File: src/rtl/uart_init_ctrl_pkg.sv
// Shared state encoding, register map and bus beat type for the UART init sequencer.
// Package name uart_pkg; imported by the controller top.
package uart_pkg;

    typedef enum logic [3:0] {
        IDLE,
        WR_LCR_DLAB,
        WR_DLL,
        WR_DLM,
        WR_LCR,
        WR_FCR,
        GAP_WAIT,
        DONE,
        RD_DLL,
        RD_DLM,
        RD_LCR,
        CHK
    } state_t;

    localparam logic [2:0] RBR_THR_DLL = 3'd0;
    localparam logic [2:0] IER_DLM     = 3'd1;
    localparam logic [2:0] IIR_FCR     = 3'd2;
    localparam logic [2:0] LCR         = 3'd3;

    localparam int DLAB_BIT = 7;

    // One register-bus beat as presented to the UART register block.
    typedef struct packed {
        logic       wr;
        logic       rd;
        logic [2:0] addr;
        logic [7:0] data;
    } bus_t;

endpackage

File: src/rtl/uart_init_ctrl_if.sv
// Register-bus link between the init sequencer (master) and a UART register block (slave).
interface uart_init_ctrl_if;

    logic       wr_o;
    logic       rd_o;
    logic [2:0] addr_o;
    logic [7:0] dout_o;
    logic [7:0] din_i;

    modport master (output wr_o, rd_o, addr_o, dout_o, input din_i);
    modport slave  (input  wr_o, rd_o, addr_o, dout_o, output din_i);

endinterface

File: src/rtl/uart_init_ctrl.sv
// UART init sequencer: programs divisor latch, LCR and FCR with GAP idle cycles between accesses.
// Define UART_INIT_READBACK_EN to read back DLL, DLM and LCR and flag mismatches on err_o.
module uart_init_ctrl
    import uart_pkg::*;
#(
    parameter int GAP = 1
) (
    input  logic             clk,
    input  logic             rst,
    input  logic             start_i,
    input  logic [15:0]      divisor_i,
    input  logic [7:0]       lcr_i,
    input  logic [7:0]       fcr_i,
    uart_init_ctrl_if.master bus,
    output logic             busy_o,
    output logic             done_o,
    output logic             err_o
);

    localparam logic [7:0] DLAB_MASK = 8'(1 << DLAB_BIT);
    localparam logic [3:0] GAP_M1    = (GAP > 0) ? 4'(GAP - 1) : 4'd0;
    localparam logic [3:0] GAP_M2    = (GAP > 1) ? 4'(GAP - 2) : 4'd0;

    state_t      r_state;
    state_t      r_next;
    logic [3:0]  r_gap_cnt;
    logic [15:0] r_div;
    logic [7:0]  r_lcr;
    logic [7:0]  r_fcr;
    bus_t        r_bus;
    logic        r_busy;
    logic        r_done;
    logic        r_err;
`ifdef UART_INIT_READBACK_EN
    logic [7:0]  r_exp;
`endif

    state_t      w_seq_next;
    bus_t        w_bus_seq;
    bus_t        w_bus_nxt;
    bus_t        w_bus_first;
    logic [7:0]  w_lcr_in;

    function automatic bus_t bus_for(input state_t s, input logic [15:0] div,
                                     input logic [7:0] lcr, input logic [7:0] fcr);
        bus_t b;
        b = '0;
        case (s)
            WR_LCR_DLAB: begin b.wr = 1'b1; b.addr = LCR;         b.data = lcr | DLAB_MASK;  end
            WR_DLL:      begin b.wr = 1'b1; b.addr = RBR_THR_DLL; b.data = div[7:0];         end
            WR_DLM:      begin b.wr = 1'b1; b.addr = IER_DLM;     b.data = div[15:8];        end
            WR_LCR:      begin b.wr = 1'b1; b.addr = LCR;         b.data = lcr & ~DLAB_MASK; end
            WR_FCR:      begin b.wr = 1'b1; b.addr = IIR_FCR;     b.data = fcr;              end
`ifdef UART_INIT_READBACK_EN
            RD_DLL:      begin b.rd = 1'b1; b.addr = RBR_THR_DLL; end
            RD_DLM:      begin b.rd = 1'b1; b.addr = IER_DLM;     end
            RD_LCR:      begin b.rd = 1'b1; b.addr = LCR;         end
`endif
            default:     b = '0;
        endcase
        return b;
    endfunction

    // Access order; every other state falls through to DONE.
    function automatic state_t seq_next(input state_t s);
        case (s)
            WR_LCR_DLAB: return WR_DLL;
            WR_DLL:      return WR_DLM;
`ifdef UART_INIT_READBACK_EN
            WR_DLM:      return RD_DLL;
            RD_DLL:      return RD_DLM;
            RD_DLM:      return WR_LCR;
            WR_LCR:      return RD_LCR;
            RD_LCR:      return WR_FCR;
`else
            WR_DLM:      return WR_LCR;
            WR_LCR:      return WR_FCR;
`endif
            default:     return DONE;
        endcase
    endfunction

`ifdef UART_INIT_READBACK_EN
    function automatic logic [7:0] rb_exp(input state_t s, input logic [15:0] div,
                                          input logic [7:0] lcr);
        case (s)
            RD_DLL:  return div[7:0];
            RD_DLM:  return div[15:8];
            default: return lcr;
        endcase
    endfunction
`endif

    assign w_lcr_in    = lcr_i & ~DLAB_MASK;
    assign w_seq_next  = seq_next(r_state);
    assign w_bus_seq   = bus_for(w_seq_next, r_div, r_lcr, r_fcr);
    assign w_bus_nxt   = bus_for(r_next, r_div, r_lcr, r_fcr);
    assign w_bus_first = bus_for(WR_LCR_DLAB, divisor_i, w_lcr_in, fcr_i);

    // Bus beats are registered on entry to each access state, so outputs line up with r_state.
    always_ff @(posedge clk or posedge rst) begin
        if (rst) begin
            r_state   <= IDLE;
            r_next    <= IDLE;
            r_gap_cnt <= '0;
            r_div     <= '0;
            r_lcr     <= '0;
            r_fcr     <= '0;
            r_bus     <= '0;
            r_busy    <= 1'b0;
            r_done    <= 1'b0;
            r_err     <= 1'b0;
`ifdef UART_INIT_READBACK_EN
            r_exp     <= '0;
`endif
        end else begin
            r_bus  <= '0;
            r_done <= 1'b0;
            case (r_state)
                IDLE: begin
                    if (start_i) begin
                        r_div  <= divisor_i;
                        r_lcr  <= w_lcr_in;
                        r_fcr  <= fcr_i;
                        r_busy <= 1'b1;
                        r_err  <= (divisor_i == 16'd0);
                        if (divisor_i == 16'd0) begin
                            r_state <= DONE;
                            r_done  <= 1'b1;
                        end else begin
                            r_state <= WR_LCR_DLAB;
                            r_bus   <= w_bus_first;
                        end
                    end
                end
                GAP_WAIT: begin
                    if (r_gap_cnt == 4'd0) begin
                        r_state <= r_next;
                        r_bus   <= w_bus_nxt;
                        r_done  <= (r_next == DONE);
                    end else begin
                        r_gap_cnt <= r_gap_cnt - 4'd1;
                    end
                end
`ifdef UART_INIT_READBACK_EN
                RD_DLL, RD_DLM, RD_LCR: begin
                    r_state <= CHK;
                    r_next  <= w_seq_next;
                    r_exp   <= rb_exp(r_state, r_div, r_lcr);
                end
                // CHK doubles as the first idle cycle after a read.
                CHK: begin
                    if (bus.din_i != r_exp) r_err <= 1'b1;
                    if (GAP <= 1) begin
                        r_state <= r_next;
                        r_bus   <= w_bus_nxt;
                        r_done  <= (r_next == DONE);
                    end else begin
                        r_state   <= GAP_WAIT;
                        r_gap_cnt <= GAP_M2;
                    end
                end
`endif
                DONE: begin
                    r_state <= IDLE;
                    r_busy  <= 1'b0;
                end
                default: begin
                    if (GAP == 0) begin
                        r_state <= w_seq_next;
                        r_bus   <= w_bus_seq;
                        r_done  <= (w_seq_next == DONE);
                    end else begin
                        r_state   <= GAP_WAIT;
                        r_gap_cnt <= GAP_M1;
                        r_next    <= w_seq_next;
                    end
                end
            endcase
        end
    end

    // rd is only ever set by the readback states, so it stays 0 in the default build.
    assign bus.wr_o   = r_bus.wr;
    assign bus.rd_o   = r_bus.rd;
    assign bus.addr_o = r_bus.addr;
    assign bus.dout_o = r_bus.data;
    assign busy_o     = r_busy;
    assign done_o     = r_done;
    assign err_o      = r_err;

endmodule

File: src/flat_wrapper.sv
// flat-port wrapper written by rule: the top's interface ports become plain ports
module uart_init_ctrl_flat import uart_pkg::*;
#(
    parameter int GAP = 1
)
  (clk, rst, start_i, divisor_i, lcr_i, fcr_i, busy_o, done_o, err_o, bus_wr_o, bus_rd_o, bus_addr_o, bus_dout_o, bus_din_i);
  uart_init_ctrl_if bus_i ();
  input  logic clk;
  input  logic rst;
  input  logic start_i;
  input  logic [15:0] divisor_i;
  input  logic [7:0] lcr_i;
  input  logic [7:0] fcr_i;
  output logic busy_o;
  output logic done_o;
  output logic err_o;
  output wire logic [$bits(bus_i.wr_o)-1:0] bus_wr_o;
  output wire logic [$bits(bus_i.rd_o)-1:0] bus_rd_o;
  output wire logic [$bits(bus_i.addr_o)-1:0] bus_addr_o;
  output wire logic [$bits(bus_i.dout_o)-1:0] bus_dout_o;
  input wire logic [$bits(bus_i.din_i)-1:0] bus_din_i;
  assign bus_wr_o = bus_i.wr_o;
  assign bus_rd_o = bus_i.rd_o;
  assign bus_addr_o = bus_i.addr_o;
  assign bus_dout_o = bus_i.dout_o;
  assign bus_i.din_i = bus_din_i;
  uart_init_ctrl #(.GAP(GAP)) u_core (.clk(clk), .rst(rst), .start_i(start_i), .divisor_i(divisor_i), .lcr_i(lcr_i), .fcr_i(fcr_i), .bus(bus_i), .busy_o(busy_o), .done_o(done_o), .err_o(err_o));
endmodule
File: config.mk
export PLATFORM = sky130hd
export DESIGN_NAME = uart_init_ctrl_flat
export DESIGN_NICKNAME = d
export VERILOG_FILES = /design/src/rtl/uart_init_ctrl_pkg.sv /design/src/rtl/uart_init_ctrl_if.sv /design/src/rtl/uart_init_ctrl.sv /design/src/flat_wrapper.sv
export SDC_FILE = /design/constraint.sdc
export NUM_CORES = 1
export LEC_CHECK = 0
export CAP_MARGIN = 20
export CORE_MARGIN = 1.5
export CORE_UTILIZATION = 35
export CTS_CLUSTER_SIZE = 20
export DETAILED_ROUTE_END_ITERATION = 10
export PLACE_DENSITY = 0.55
export SKIP_LAST_GASP = 1
export SLEW_MARGIN = 10
export SYNTH_ARGS = -nofsm -noshare
export SYNTH_HDL_FRONTEND = slang
export SYNTH_SLANG_ARGS = --single-unit
File: constraint.sdc
create_clock -name clk -period 5.3 [get_ports clk]
set_clock_uncertainty 0.05 [all_clocks]
set_input_delay 0.53 -clock clk [delete_from_list [all_inputs] [get_ports clk]]
set_output_delay 0.53 -clock clk [all_outputs]
set_load 0.03 [all_outputs]
### Yosys cells after proc, flatten, opt, wreduce, memory -nomap -nowiden

Cells that the tools add are included.

* bitwise logic cells: 1
* shift-type cells: 0
* $mul: 0
* multiplexer cells: 19
* add/subtract/negate cells: 1
* $lt $le $gt $ge: 0
* reductions and logical operators: 11
* divide/modulo/power cells: 0
* eq/ne operators: 15

Operators with widths (count)
* $pmux 10 s5: 1
* $mux 13: 3
* $pmux 13 s2: 1
* $eq 4x3->1 const B: 6
* $eq 4x2->1 const B: 4
* $logic_not 16->1: 1
* $mux 4: 3
* $pmux 3 s4: 1
* $pmux 4 s3: 1
* $eq 4x1->1 const B: 2
* $logic_not 4->1: 2
* $pmux 4 s2: 1
* $reduce_and 2->1: 4
* $mux 1: 5
* $reduce_or 5->1: 1
* $ne 2x2->1 const B: 2
* $pmux 1 s2: 2
* $sub 4x1->4 const B: 1
* $mux 3: 1
* $reduce_or 3->1: 1
* $ne 2x1->1 const B: 1
* $reduce_bool 2->1: 1
* $reduce_or 2->1: 1
* $not 1->1: 1

* bits in writable memories: 0
* output and inout port bits: 16
* logic and storage cells: 60
* register bits: 59
* bits of input ports: 43
* bits in latches: 0
* memories kept: 0
* memory bits (read-only): 0

### Depth between registers and ports, before layout

* depth in word-level cells: 5
* depth in mapped cells: 7
* gate-level depth less buffers: 6

### Least setup slack after synthesis

OpenSTA, ideal clock, no wires.

* path kind: register -> register
* start point: reg u_core.r_gap_cnt[0]
* end point: reg u_core.r_bus, in the netlist u_core.bus.dout_o[7]
* cell stages (with the launch flop): 8
* path slack: 3255 ps
* clock period less this slack: 2045 ps
* arrival time: 1921 ps
* buffers on the path: 1
* library setup time: 74 ps
* data required time: 5176 ps
* path through: dfrtp_1 inv_1 ha_1 or3b_4 or4_1 buf_2 a21o_1 o21ai_2

* longest elaborated chain between the ends: 3

RTL lines
* start: declaration: line uart_init_ctrl.sv:26 `logic [3:0] r_gap_cnt;`
* start signal: assignment: line uart_init_ctrl.sv:142 `r_gap_cnt <= r_gap_cnt - 4'd1;`
* $logic_not 4->1: line uart_init_ctrl.sv:137 `if (r_gap_cnt == 4'd0) begin`
* $mux 13: line uart_init_ctrl.sv:137
* $pmux 13 s2: line uart_init_ctrl.sv:119 `case (r_state)`
* end signal: assignment: line uart_init_ctrl.sv:132 `r_bus <= w_bus_first;`
* end signal: assignment: line uart_init_ctrl.sv:139 `r_bus <= w_bus_nxt;`
* end signal: assignment: line uart_init_ctrl.sv:171 `r_bus <= w_bus_seq;`
* end: declaration: line uart_init_ctrl.sv:30 `bus_t r_bus;`

Every way passes these cells.
A chain may end at the register's enable or synchronous reset.

### Final worst setup path

Same ends and word-level chain as after synthesis.

==> run metrics <==
share of layout cells above drive strength 1=5.523%; Routed WL=6.145 mm; CTS tree=yes; # placed instances=434; unique cell type count in the Yosys netlist=42; Most used DFF post-synth=dfrtp_1; CP endpoint kind=register; Worst-Skew Late Latency=0.31 ns; CP top delay family=simple AND/OR/NAND/NOR gates; Max stage delay on crit path=0.65 ns; Worst Max-Slew Pin Slew=0.8743 ns; Worst Path Max Fanout=6; Avg Cell Area, Syn=8.698 um^2; WL per Instance=13.87 um; GP Congestion=0.7803; grt peak-use layer=met2; placed wire-length estimate=4.081 mm; die area=8214 um^2; sequential share of the synthesized area=51.21%; Setup TNS=0 ns; first-pass GRT wire length=10.60 mm; grt met3 use=3.114%; clock period minus worst slack=2.296 ns; Syn-to-layout area delta=22.91%; CP max stage cell=or4_1; total iterations of the first detailed-routing run=4; nets@finish=387; P_leak=1.546 nW; area of the mapped netlist=2688 um^2; Max H-tree Level=2; Core ar.=7331 um^2; number of synthesized flops with an enable pin=0; Max-slew headroom=41.72%; M2 GR Usage=24.00%; crit start category=register; multi-input logic area=1146 um^2; post-synthesis async set-or-reset flop share=100.0%; I/O pin cnt=59; Mapped Cells=309; maximum VDD drop=0.1485 mV; Final Hold Fails=0; Die X-Extent=90.63 um; RSZ-0062 raised after global routing=false; post-CTS setup buffer count=0; final cell count without fillers=443; final setup vio count=0; final-report max-slew violation count=0; clk root buf=clkbuf_8; worst path bufs/invs=1; DR vias/cell=4.905; Die H=90.63 um; Synth Area in Compound Gates=12.15%; Post-Synth XOR/XNOR Area=0.3259%; met1 GRT Util=23.34%; Residual DRC=0; initial antenna violation count=0; Sink Count=55; Crit path required time=5.49 ns; status=finished, final reports clean; arrival time worst endpoint=2.49 ns; total power=1.713 mW; max cap viols=0; Hold Path Class=register to register; Total Routing Usage GR=15.85%; CTS buffer count=5; row count=31; Initial DRC Count=149; n_diodes=0; most frequent cells in the layout=nand2_1 (104), dfrtp_1 (55), clkdlybuf4s50_1 (47); Initial Util=36.66%; multiplexer share of the synthesized area=3.352%; commonest non-fill, non-tap cell in the layout=nand2_1; buffers added on ports=47; vias in the first global route=2174; largest net degree at the start of global routing=56; register area=1376 um^2; largest family of logic cells by synthesized area=simple AND/OR/NAND/NOR gates; Syn. warnings=0; Tcrit/Tclk final=43.32%; Post-Synth Adder-Cell Area=0.4655%; Hold-fix buffers, CTS=0; clock slew at reported path FFs=0.10 ns; vias=2173; Post-DRT Antenna Nets=0; # fillers=740; Power Dens Cells=518.6 nW/um^2; worst-path cell chain=inv_1 -> ha_1 -> or3b_4 -> or4_1 -> a21o_1 -> o21ai_2; Congestion Overflow GR=0; Peak Freq=435.5 MHz; critical path type=register to register; flops & latches, synth=55; post_cts resized=0; Post-Synth Simple-Gate Area=25.84%; Max Root-Sink Buffers=2
==> sequential cells by signal (all words and copies together), names as in the netlist <==
register and count:
u_core.bus.addr_o 2, u_core.bus.dout_o 8, u_core.bus.wr_o 1, u_core.busy_o 1, u_core.done_o 1, u_core.err_o 1, u_core.r_div 16, u_core.r_fcr 8
u_core.r_gap_cnt 4, u_core.r_lcr 7, u_core.r_next 3, u_core.r_state 3
==> worst paths after layout <==
path                                             end  slack (ns)                 from  depth (start not counted)
worst max-delay path            u_core.bus.dout_o[7]        3.00  u_core.r_gap_cnt[0]                          6
worst min-delay path                 u_core.r_div[7]        0.42      u_core.r_div[7]                          2
worst min register to register       u_core.r_div[7]        0.42      u_core.r_div[7]                          2
min in group asynchronous       u_core.bus.addr_o[0]        0.67                  rst                          3
worst max register to register  u_core.bus.dout_o[7]        3.00  u_core.r_gap_cnt[0]                          6
max in group asynchronous            u_core.r_div[6]        4.06                  rst                          3
==> area by class of cell <==
class,count,area share [%]
Clock buffer,6,2.500
Sequential cell,55,41.67
Tap cell,99,3.750
Multi-Input combinational cell,225,34.70
Clock inverter,2,1.061
Timing Repair Buffer,51,15.76
Inverter,5,0.5682
==> synthesized netlist by cell type (2+ instances only) <==
library cell,number,area [um^2]
nor2_1,22,82.58
clkbuf_1,13,48.80
nor3b_1,2,15.01
inv_1,5,18.77
o22a_1,2,17.52
nand2b_1,2,12.51
o21ai_0,13,65.06
nand2_1,104,390.4
buf_6,5,56.30
o22ai_1,10,62.56
a21oi_1,15,75.07
dfrtp_1,55,1376
nor2b_1,6,37.54
and2_1,2,12.51
nor4_1,6,37.54
mux2i_1,9,90.09
a2bb2oi_1,5,43.79
buf_2,3,15.01
buf_4,3,22.52
nor3_1,5,25.02
==> kinds of logic after synthesis <==
logic type                 Yosys count
other                                1
buffers and inverters               30
adders and majority gates            1
muxes                                9
AOI/OAI and AO/OA                   53
and+or+nand+nor                    159
DFF                                 55
xor gates and xnor gates             1
==> metrics by stage <==
step / setup slack, ns / util, % / area [um^2] / hold slack, ns
4_1_cts: 3.000 / 44.68 / 3276 / 0.4283
3_5_place_dp: 2.814 / 43.08 / 3158 / 0.4049
3_3_place_gp: 2.781 / 43.08 / 3158 / 0.4018
5_1_grt: 2.891 / 45.06 / 3303 / 0.4518
2_1_floorplan: 3.255 / - / 2691 / 0.3876
6_report: 3.004 / 45.06 / 3303 / 0.4240
==> per-layer routing <==
layer / wire [um] / share of wire, %
met1: 3147 / 51
met2: 2727 / 44
met3: 235 / 3.8
met4: 35 / 0.57
met5: 0 / 0
==> report_power, final <==
group | internal (mW) | switching [mW]
clock network | 0.153 | 0.136
registers | 0.588 | 0.163
logic | 0.301 | 0.372
total | 1.04 | 0.671
==> worst min-delay path, delay by kind of cell (launching register included) <==
| family | cells | cell delay, ns |
|---|---|---|
| DFF | 1 | 0.35 |
| and+or+nand+nor | 2 | 0.10 |
Note: power is estimated with default switching activity, not from simulation.
